File: src/rtl/tictactoe_pkg.sv
// Shared cell/result codes and controller state encoding for the tic-tac-toe datapath.
package tictactoe_pkg;

  localparam logic [1:0] CELL_EMPTY = 2'b00;
  localparam logic [1:0] CELL_P1    = 2'b01;
  localparam logic [1:0] CELL_P2    = 2'b10;

  localparam logic [1:0] RES_NONE = 2'b00;
  localparam logic [1:0] RES_P1   = 2'b01;
  localparam logic [1:0] RES_P2   = 2'b10;
  localparam logic [1:0] RES_DRAW = 2'b11;

  localparam logic [3:0] NUM_CELLS = 4'd9;

  typedef enum logic [2:0] {
    IDLE,
    P1_TURN,
    P2_TURN,
    CHECK,
    OVER
  } state_t;

  // Turn state that follows a move by the given player.
  function automatic state_t next_turn(input logic [1:0] mover);
    return (mover == CELL_P1) ? P2_TURN : P1_TURN;
  endfunction

endpackage

File: src/rtl/tictactoe_board_ctrl_turn_timer.sv
// Per-turn cycle counter; expired is high while the count sits at TIMEOUT_CYCLES-1.
module turn_timer #(
  parameter int TIMEOUT_CYCLES = 250_000_000
) (
  input  logic clk,
  input  logic rst,
  input  logic clear,
  input  logic en,
  output logic expired
);

  localparam int CW = (TIMEOUT_CYCLES > 2) ? $clog2(TIMEOUT_CYCLES) : 1;
  localparam logic [CW-1:0] LAST = CW'(TIMEOUT_CYCLES - 1);

  logic [CW-1:0] count;

  assign expired = (count == LAST);

  // An expiry cycle that does not clear (e.g. a rejected move) wraps to 0.
  always_ff @(posedge clk) begin
    if (rst || clear) begin
      count <= '0;
    end else if (en) begin
      count <= expired ? '0 : count + 1'b1;
    end
  end

endmodule

File: src/rtl/tictactoe_board_ctrl.sv
// Board writer: validates moves, alternates turns, auto-moves on timeout and resolves win/draw.
module tictactoe_board_ctrl
  import tictactoe_pkg::*;
#(
  parameter int TIMEOUT_CYCLES = 250_000_000
) (
  input  logic       clk,
  input  logic       rst,
  input  logic       new_game,
  input  logic       move_valid,
  input  logic [3:0] move_pos,
  input  logic       winner,
  input  logic [1:0] who,
  output logic [1:0] pos1,
  output logic [1:0] pos2,
  output logic [1:0] pos3,
  output logic [1:0] pos4,
  output logic [1:0] pos5,
  output logic [1:0] pos6,
  output logic [1:0] pos7,
  output logic [1:0] pos8,
  output logic [1:0] pos9,
  output logic [1:0] turn,
  output logic       move_ack,
  output logic       move_err,
  output logic       game_over,
  output logic [1:0] result
);

  state_t     state, state_next;
  logic [1:0] board [9];
  logic [3:0] move_cnt, cnt_next;
  logic [1:0] mover, mover_next;
  logic [1:0] res_next;

  logic       do_write, do_err;
  logic [3:0] write_idx;
  logic [1:0] cur_code;

  logic       in_turn, expired;
  logic       pos_ok, target_free;
  logic [3:0] pos_idx;
  logic       empty_found;
  logic [3:0] empty_idx;

  assign in_turn  = (state == P1_TURN) || (state == P2_TURN);
  assign cur_code = (state == P2_TURN) ? CELL_P2 : CELL_P1;

  assign pos_idx     = move_pos - 4'd1;
  assign pos_ok      = (move_pos != 4'd0) && (move_pos <= NUM_CELLS);
  assign target_free = pos_ok && (board[pos_idx] == CELL_EMPTY);

  // Priority encoder: scanning downwards leaves the lowest empty index.
  always_comb begin
    empty_found = 1'b0;
    empty_idx   = 4'd0;
    for (int i = 8; i >= 0; i--) begin
      if (board[i] == CELL_EMPTY) begin
        empty_found = 1'b1;
        empty_idx   = 4'(i);
      end
    end
  end

  turn_timer #(
    .TIMEOUT_CYCLES(TIMEOUT_CYCLES)
  ) u_timer (
    .clk    (clk),
    .rst    (rst),
    .clear  (new_game || do_write),
    .en     (in_turn),
    .expired(expired)
  );

  // NOTE: every variable gets a default before the case so no latch is inferred.
  always_comb begin
    state_next = state;
    cnt_next   = move_cnt;
    mover_next = mover;
    res_next   = result;
    do_write   = 1'b0;
    do_err     = 1'b0;
    write_idx  = 4'd0;

    case (state)
      P1_TURN, P2_TURN: begin
        if (move_valid) begin
          if (target_free) begin
            do_write  = 1'b1;
            write_idx = pos_idx;
          end else begin
            do_err = 1'b1;
          end
        end else if (expired && empty_found) begin
          do_write  = 1'b1;
          write_idx = empty_idx;
        end
        if (do_write) begin
          cnt_next   = (move_cnt == NUM_CELLS) ? move_cnt : move_cnt + 4'd1;
          mover_next = cur_code;
          state_next = CHECK;
        end
      end
      CHECK: begin
        if (winner) begin
          res_next   = who;
          state_next = OVER;
        end else if (move_cnt == NUM_CELLS) begin
          res_next   = RES_DRAW;
          state_next = OVER;
        end else begin
          state_next = next_turn(mover);
        end
      end
      default: ;
    endcase

    if (new_game) begin
      state_next = P1_TURN;
      cnt_next   = 4'd0;
      mover_next = CELL_P1;
      res_next   = RES_NONE;
      do_write   = 1'b0;
      do_err     = 1'b0;
    end
  end

  // NOTE: sequential state uses non-blocking assignments so all registers update together.
  always_ff @(posedge clk) begin
    if (rst) begin
      state    <= IDLE;
      move_cnt <= 4'd0;
      mover    <= CELL_P1;
      result   <= RES_NONE;
      turn     <= CELL_EMPTY;
      move_ack <= 1'b0;
      move_err <= 1'b0;
      for (int i = 0; i < 9; i++) board[i] <= CELL_EMPTY;
    end else begin
      state    <= state_next;
      move_cnt <= cnt_next;
      mover    <= mover_next;
      result   <= res_next;
      move_ack <= do_write;
      move_err <= do_err;
      turn     <= (state_next == P1_TURN) ? CELL_P1 :
                  (state_next == P2_TURN) ? CELL_P2 : CELL_EMPTY;
      if (new_game) begin
        for (int i = 0; i < 9; i++) board[i] <= CELL_EMPTY;
      end else if (do_write) begin
        board[write_idx] <= cur_code;
      end
    end
  end

  assign game_over = (state == OVER);

  assign pos1 = board[0];
  assign pos2 = board[1];
  assign pos3 = board[2];
  assign pos4 = board[3];
  assign pos5 = board[4];
  assign pos6 = board[5];
  assign pos7 = board[6];
  assign pos8 = board[7];
  assign pos9 = board[8];

endmodule

File: config.mk
export PLATFORM = sky130hd
export DESIGN_NAME = tictactoe_board_ctrl
export DESIGN_NICKNAME = d
export VERILOG_FILES = /design/src/rtl/tictactoe_pkg.sv /design/src/rtl/tictactoe_board_ctrl_turn_timer.sv /design/src/rtl/tictactoe_board_ctrl.sv
export SDC_FILE = /design/constraint.sdc
export NUM_CORES = 1
export LEC_CHECK = 0
export BUFFER_PORTS_ARGS = -buffer_cell sky130_fd_sc_hd__buf_2
export CORE_MARGIN = 1.5
export CORE_UTILIZATION = 30
export CTS_CLUSTER_DIAMETER = 80
export DETAILED_ROUTE_END_ITERATION = 8
export PLACE_DENSITY = 0.49
export SLEW_MARGIN = 20
export SYNTH_ARGS = -nofsm -noshare
export SYNTH_HDL_FRONTEND = slang
export SYNTH_SLANG_ARGS = --single-unit
File: constraint.sdc
create_clock -name clk -period 8.1 [get_ports clk]
set_input_delay 1.215 -clock clk [delete_from_list [all_inputs] [get_ports clk]]
set_output_delay 1.215 -clock clk [all_outputs]
set_load 0.005 [all_outputs]
* Word-level counts from Yosys, hierarchy flattened
Memory sizes are Yosys's and may differ from the RTL's. Index checks and enable logic that the tools add are counted.
Cells by class: order comparisons 1, add/subtract/negate cells 3, mux-type cells 62, bitwise operators 12, eq/ne operators 9, reductions and logical operators 26
Operators by type and width (number):
- 4-bit 2-to-1 mux | 14
- 2-bit 2-to-1 mux | 15
- 28-bit by 1-bit adder with 28-bit output (second input constant) | 1
- 28-bit equality test (second input constant) | 1
- 28-bit 2-to-1 mux | 1
- 1-bit 2-to-1 mux | 27
- 2-bit zero test | 10
- 3-bit 2-to-1 mux | 4
- 3-bit by 2-bit equality test with 1-bit output (second input constant) | 3
- 1-bit OR | 9
- 2-bit OR reduction | 4
- 3-bit by 1-bit equality test with 1-bit output (second input constant) | 2
- 3-bit case mux with 2 select lines | 1
- 4-bit by 1-bit adder with 4-bit output (second input constant) | 1
- 4-bit equality test (second input constant) | 1
- 4-bit <= comparator (second input constant) | 1
- 2-bit AND reduction | 2
- 4-bit nonzero test | 1
- 4-bit OR reduction | 1
- 4-bit by 1-bit subtractor with 4-bit output (second input constant) | 1
- 3-bit equality test (second input constant) | 1
- 1-bit logical AND | 3
- 1-bit logical OR | 3
- 1-bit inverter | 3
- 3 further kinds | 3
Storage, ports and cells: memories 1, input port bits 11, memory bits (writable) 18, bits in registers 43, output and inout port bits 25
Memories:
- board | words 9, bits a word 2, rd ports 10, clocked after Yosys merged registers in 0, write ports 9, line tictactoe_board_ctrl.sv:31 | logic [1:0] board [9];

* Depth between registers and ports, before layout
depth in word-level cells 22, mapped depth 11

* Hierarchy
From an unflattened synthesis, not the netlist that was laid out.
Unflattened totals: cell total of the unflattened synthesis 410, area, all modules 3981.3 sq um
By module, submodules not included:
- tictactoe_board_ctrl | seq. area each 1261.2 sq um, cells each 240, area an instance 2538.7 sq um, instances 1
- turn_timer | seq. area each 560.5 sq um, cells each 170, area an instance 1442.6 sq um, instances 1

* Worst setup path after synthesis
No wires, ideal clock.
path kind input to register, from input move_pos[0], to memory board[4][0], enable pin, stages on the path 10, path buffers 1, required time 7.786 ns, setup time 0.314 ns, slack 4.514 ns, data arrival time 3.272 ns, cell sequence inv_2 -> ha_1 -> or4_1 -> a21oi_1 -> or3b_4 -> o22ai_2 -> a22o_4 -> nand3_2 -> buf_6 -> o21ai_1
RTL lines:
- start, declared | line tictactoe_board_ctrl.sv:11 | input logic [3:0] move_pos,
- end, declared | line tictactoe_board_ctrl.sv:31

* Worst setup path in the final report
from input move_pos[0], to register u_timer.count[5]
On the way: longest elaborated chain between the ends 11, elaborated cells between the ends (all ways) 14, those cells by class add/sub (1); order compare (1); mux (5); reduce/logical (6); memory (1)
Ends and longest elaborated chain:
- 4-bit by 1-bit subtractor with 4-bit output | line tictactoe_board_ctrl.sv:49 | assign pos_idx = move_pos - 4'd1;
- memory 9 x 2 bit
- 2-bit zero test | line tictactoe_board_ctrl.sv:51 | assign target_free = pos_ok && (board[pos_idx] == CELL_EMPTY);
- 1-bit logical AND * | line tictactoe_board_ctrl.sv:51
- 1-bit 2-to-1 mux * | line tictactoe_board_ctrl.sv:88 | if (target_free) begin
- 1-bit 2-to-1 mux * | line tictactoe_board_ctrl.sv:87 | if (move_valid) begin
- 1-bit 2-to-1 mux * (2 in series) | line tictactoe_board_ctrl.sv:85 | case (state)
- 1-bit 2-to-1 mux * | line tictactoe_board_ctrl.sv:118 | if (new_game) begin
- 1-bit logical OR * | line tictactoe_board_ctrl.sv:70 | .clear (new_game || do_write),
- 1-bit logical OR * | line tictactoe_board_ctrl_turn_timer.sv:21 | if (rst || clear) begin
- end signal, assigned | line tictactoe_board_ctrl_turn_timer.sv:24 | count <= expired ? '0 : count + 1'b1;
- end, declared | line tictactoe_board_ctrl_turn_timer.sv:15 | logic [CW-1:0] count;
Mark *: on every way between the ends. The rest lies on a longest branch, timed or not. The select of a mux whose other input is x is not followed. A chain may end at the register's enable or synchronous reset.

==> results.py <==
metrics = {
    "floorplanning": {
        "core_um2": 12200,
        "start_util_pct": 31.2,
        "die_area_um2": 13300,
        "rows": 40,
        "die_h_um": 116,
        "num_io_pins": 36,
        "die_w_um": 116,
    },
    "power": {
        "power.share.clock_pct": 45.8,
        "sequentialPowerShare_pct": 46.7,
        "combPwrFrac_pct": 7.5,
        "switching_power_mw": 0.198,
        "ir_drop_v": 0.0000934,
        "power_density_nw_per_um2": 195,
        "internal_power_mw": 0.665,
        "switching_share_pct": 23.0,
        "leakage_nw": 1.46,
    },
    "final_layout": {
        "drive_gt1_share_pct": 18.1,
        "area_delta_synth_final_pct": 16.4,
        "layout_commonest_cell": "nor2_1",
        "final_util_pct": 36.4,
        "insertedDiodeCount": 0,
        "final_cell_mix": "nor2_1 (71), dfxtp_1 (43), buf_2 (35)",
        "final_nets": 448,
        "num-fill-cells": 1245,
    },
    "worst_setup_path": {
        "endpoint": "u_timer.count[5]",
        "r2r_slack_ps": 4880,
        "regToRegEndpoint": "u_timer.count[5]",
        "cp-end-kind": "register",
        "worstPathMaxFanout": 27,
        "critPathLaunch": "move_pos[0]",
        "crit_path_start_kind": "input port",
        "r2r_start": "board[7][1]",
        "worstSetupPathType": "in -> reg",
        "cp.required_ps": 8350,
        "arrival_ps": 4320,
        "reg2reg_depth": 7,
    },
    "hold_path": {
        "hold_start": "u_timer.count[1]",
        "min-delay-path-class": "reg -> reg",
        "holdPathStages": 2,
    },
    "logic_synthesis": {
        "synthTopCellsByArea": "edfxtp_1 (25%), dfxtp_1 (23%), nor2_1 (7.1%)",
        "yosysTopAreaCell": "edfxtp_1",
        "netlist_area_um2": 3800,
        "yosysSeqAreaShare_pct": 48.0,
        "synth_edf_count": 32,
        "async_flop_share_pct": 0,
        "ys_warn_count": 0,
        "synth_seq_cells": 75,
        "avgSynthCellArea_um2": 9.54,
        "synth_nets": 414,
        "netlist_instances": 398,
        "post_synth_num_cell_types": 67,
        "synth_top_area_share_pct": 25.3,
        "synth_flop_cell": "dfxtp_1",
    },
    "clocking": {
        "cts_hold_buf": 0,
        "cts_tree": "done",
        "clock_latency_ps": 330,
        "cts_buffers": 9,
        "cts_buffer_depth": 2,
        "cts_sinks": 75,
        "htreeDepth": 3,
        "clkTransAtPathRegs_ps": 60,
        "post-cts-setup-buffers": 0,
        "clockRootBuffer": "clkbuf_16",
        "ctsResizeCount": 0,
    },
    "route": {
        "ant_nets": 0,
        "vias_per_cell": 4.99,
        "wire_per_inst_um": 14.9,
        "firstDrtPassIters": 4,
        "drt-total-wl_mm": 8.99,
        "drt-initial-drc-count": 218,
        "vias": 3017,
        "post-route-drc-count": 0,
    },
    "timing": {
        "worst_pin_slew_ps": 932,
        "maxSlewViolCount": 0,
        "period_share_pct": 50.3,
        "setup_viol": 0,
        "min_period_ps": 4070,
        "grt_setup_unrepaired": "false",
        "fmax_ghz": 0.245,
        "slew-limit-headroom_pct": 37.3,
        "skew_ps": 5.54,
        "fin_tns_setup_ps": 0,
        "hold_viol": 0,
    },
    "global_routing": {
        "grt_util_met2_pct": 21.7,
        "use_met1_pct": 20.5,
        "met3_usage_pct": 2.93,
        "gr-usage-all-layers_pct": 14.5,
        "grt_pass1_vias": 2914,
        "grt_overflow": 0,
        "grt_pass1_wl_mm": 14.8,
        "antenna_found_initial": 0,
        "top_usage_layer": "met2",
        "grt_max_degree": 28,
    },
    "run": {
        "maxCapViolCount": 0,
    },
    "placed_design": {
        "gp_congestion": 0.797,
        "post-dp-hpwl_mm": 6.55,
        "port_buffers": 35,
    },
    "outcome": {
        "status": "finished, final reports clean",
    },
}
==> how the worst min path moves through the flow <==
| stage | end | slack, ps |
|---|---|---|
| after floorplan | mover[1] | 440 |
| after global placement | mover[1] | 460 |
| after detailed placement | u_timer.count[1] | 470 |
| after CTS | u_timer.count[1] | 480 |
| after global routing | u_timer.count[1] | 510 |
| final | u_timer.count[1] | 480 |
==> worst max-delay path: stages <==
cell	delay [ps]
buf_2	170
inv_2	100
ha_1	490
nor3_1	100
a2111oi_1	390
or3b_4	230
nor3_2	50
nor2_2	620
nand3_2	680
nor2_1	280
==> logic make-up (layout without fill, tap and decap cells) <==
logic type,after synthesis,in the layout,share of synthesized area [%]
AOI/OAI and AO/OA,58,58,11.4
xor gates and xnor gates,31,31,7.15
adders and majority gates,5,5,1.65
buffers and inverters,24,63,2.83
DFF,75,75,48.0
muxes,2,2,1.19
and+or+nand+nor,203,203,27.9
==> Yosys cell counts (3+ instances only) <==
library cell	n
o21ai_1	3
or2_2	3
nor2_1	72
nor4_1	3
nand4_1	5
ha_1	5
clkbuf_1	5
or3_1	5
nor2b_1	4
a211oi_1	3
xor2_1	16
a21o_1	3
o31ai_1	5
nand2b_1	5
xnor2_1	15
nor3_1	23
o22ai_1	3
nand3_1	17
or4_1	4
inv_1	10
dfxtp_1	43
buf_2	5
nand2_1	30
nor3_2	8
and3_1	6
edfxtp_1	32
o21ai_0	6
a21oi_1	11
nand3_2	3
==> power groups by stage <==
stage | Sequential [mW] | Combinational (mW) | Clock (mW)
2_1_floorplan | 0.410 | 0.0434 | 0
3_3_place_gp | 0.411 | 0.0645 | 0
3_5_place_dp | 0.411 | 0.0645 | 0
4_1_cts | 0.403 | 0.0648 | 0.405
5_1_grt | 0.403 | 0.0717 | 0.422
6_report | 0.403 | 0.0645 | 0.395
==> state kept, by name (all words and copies together), names as in the netlist <==
name and count:
result 2, board 32, move_ack 1, u_timer.count 28
turn 2, move_cnt 4, state 3, move_err 1
mover 2
==> layout make-up <==
class	count	area (µm²)	share of cell area (%)
well taps	168	210	4.75
inverters	11	41.3	0.934
clock buffers	11	243	5.49
multi-input cells	299	1870	42.3
flip-flops and latches	75	1820	41.2
repair buffers	36	183	4.13
clock inverters	5	52.6	1.19
==> metal layers <==
metal	vias to the layer above	share of wire [%]
met5	-	0
met4	0	1.4
met3	11	3.8
met2	60	44
met1	1439	51
li1	1507	-
==> per-stage QoR <==
stage               power (mW)  cell area, µm²  hold slack (ps)  cells  worst slack (ps)
finish                   0.863            4420              479    605              4030
global route             0.897            4420              509    605              3640
CTS                      0.872            4420              479    605              4010
detailed placement       0.475            4130              470    589              3660
global placement         0.475            4130              459    589              3740
floorplan                0.454            3800              442    398              4510
Power figures use the tool's default switching activity.
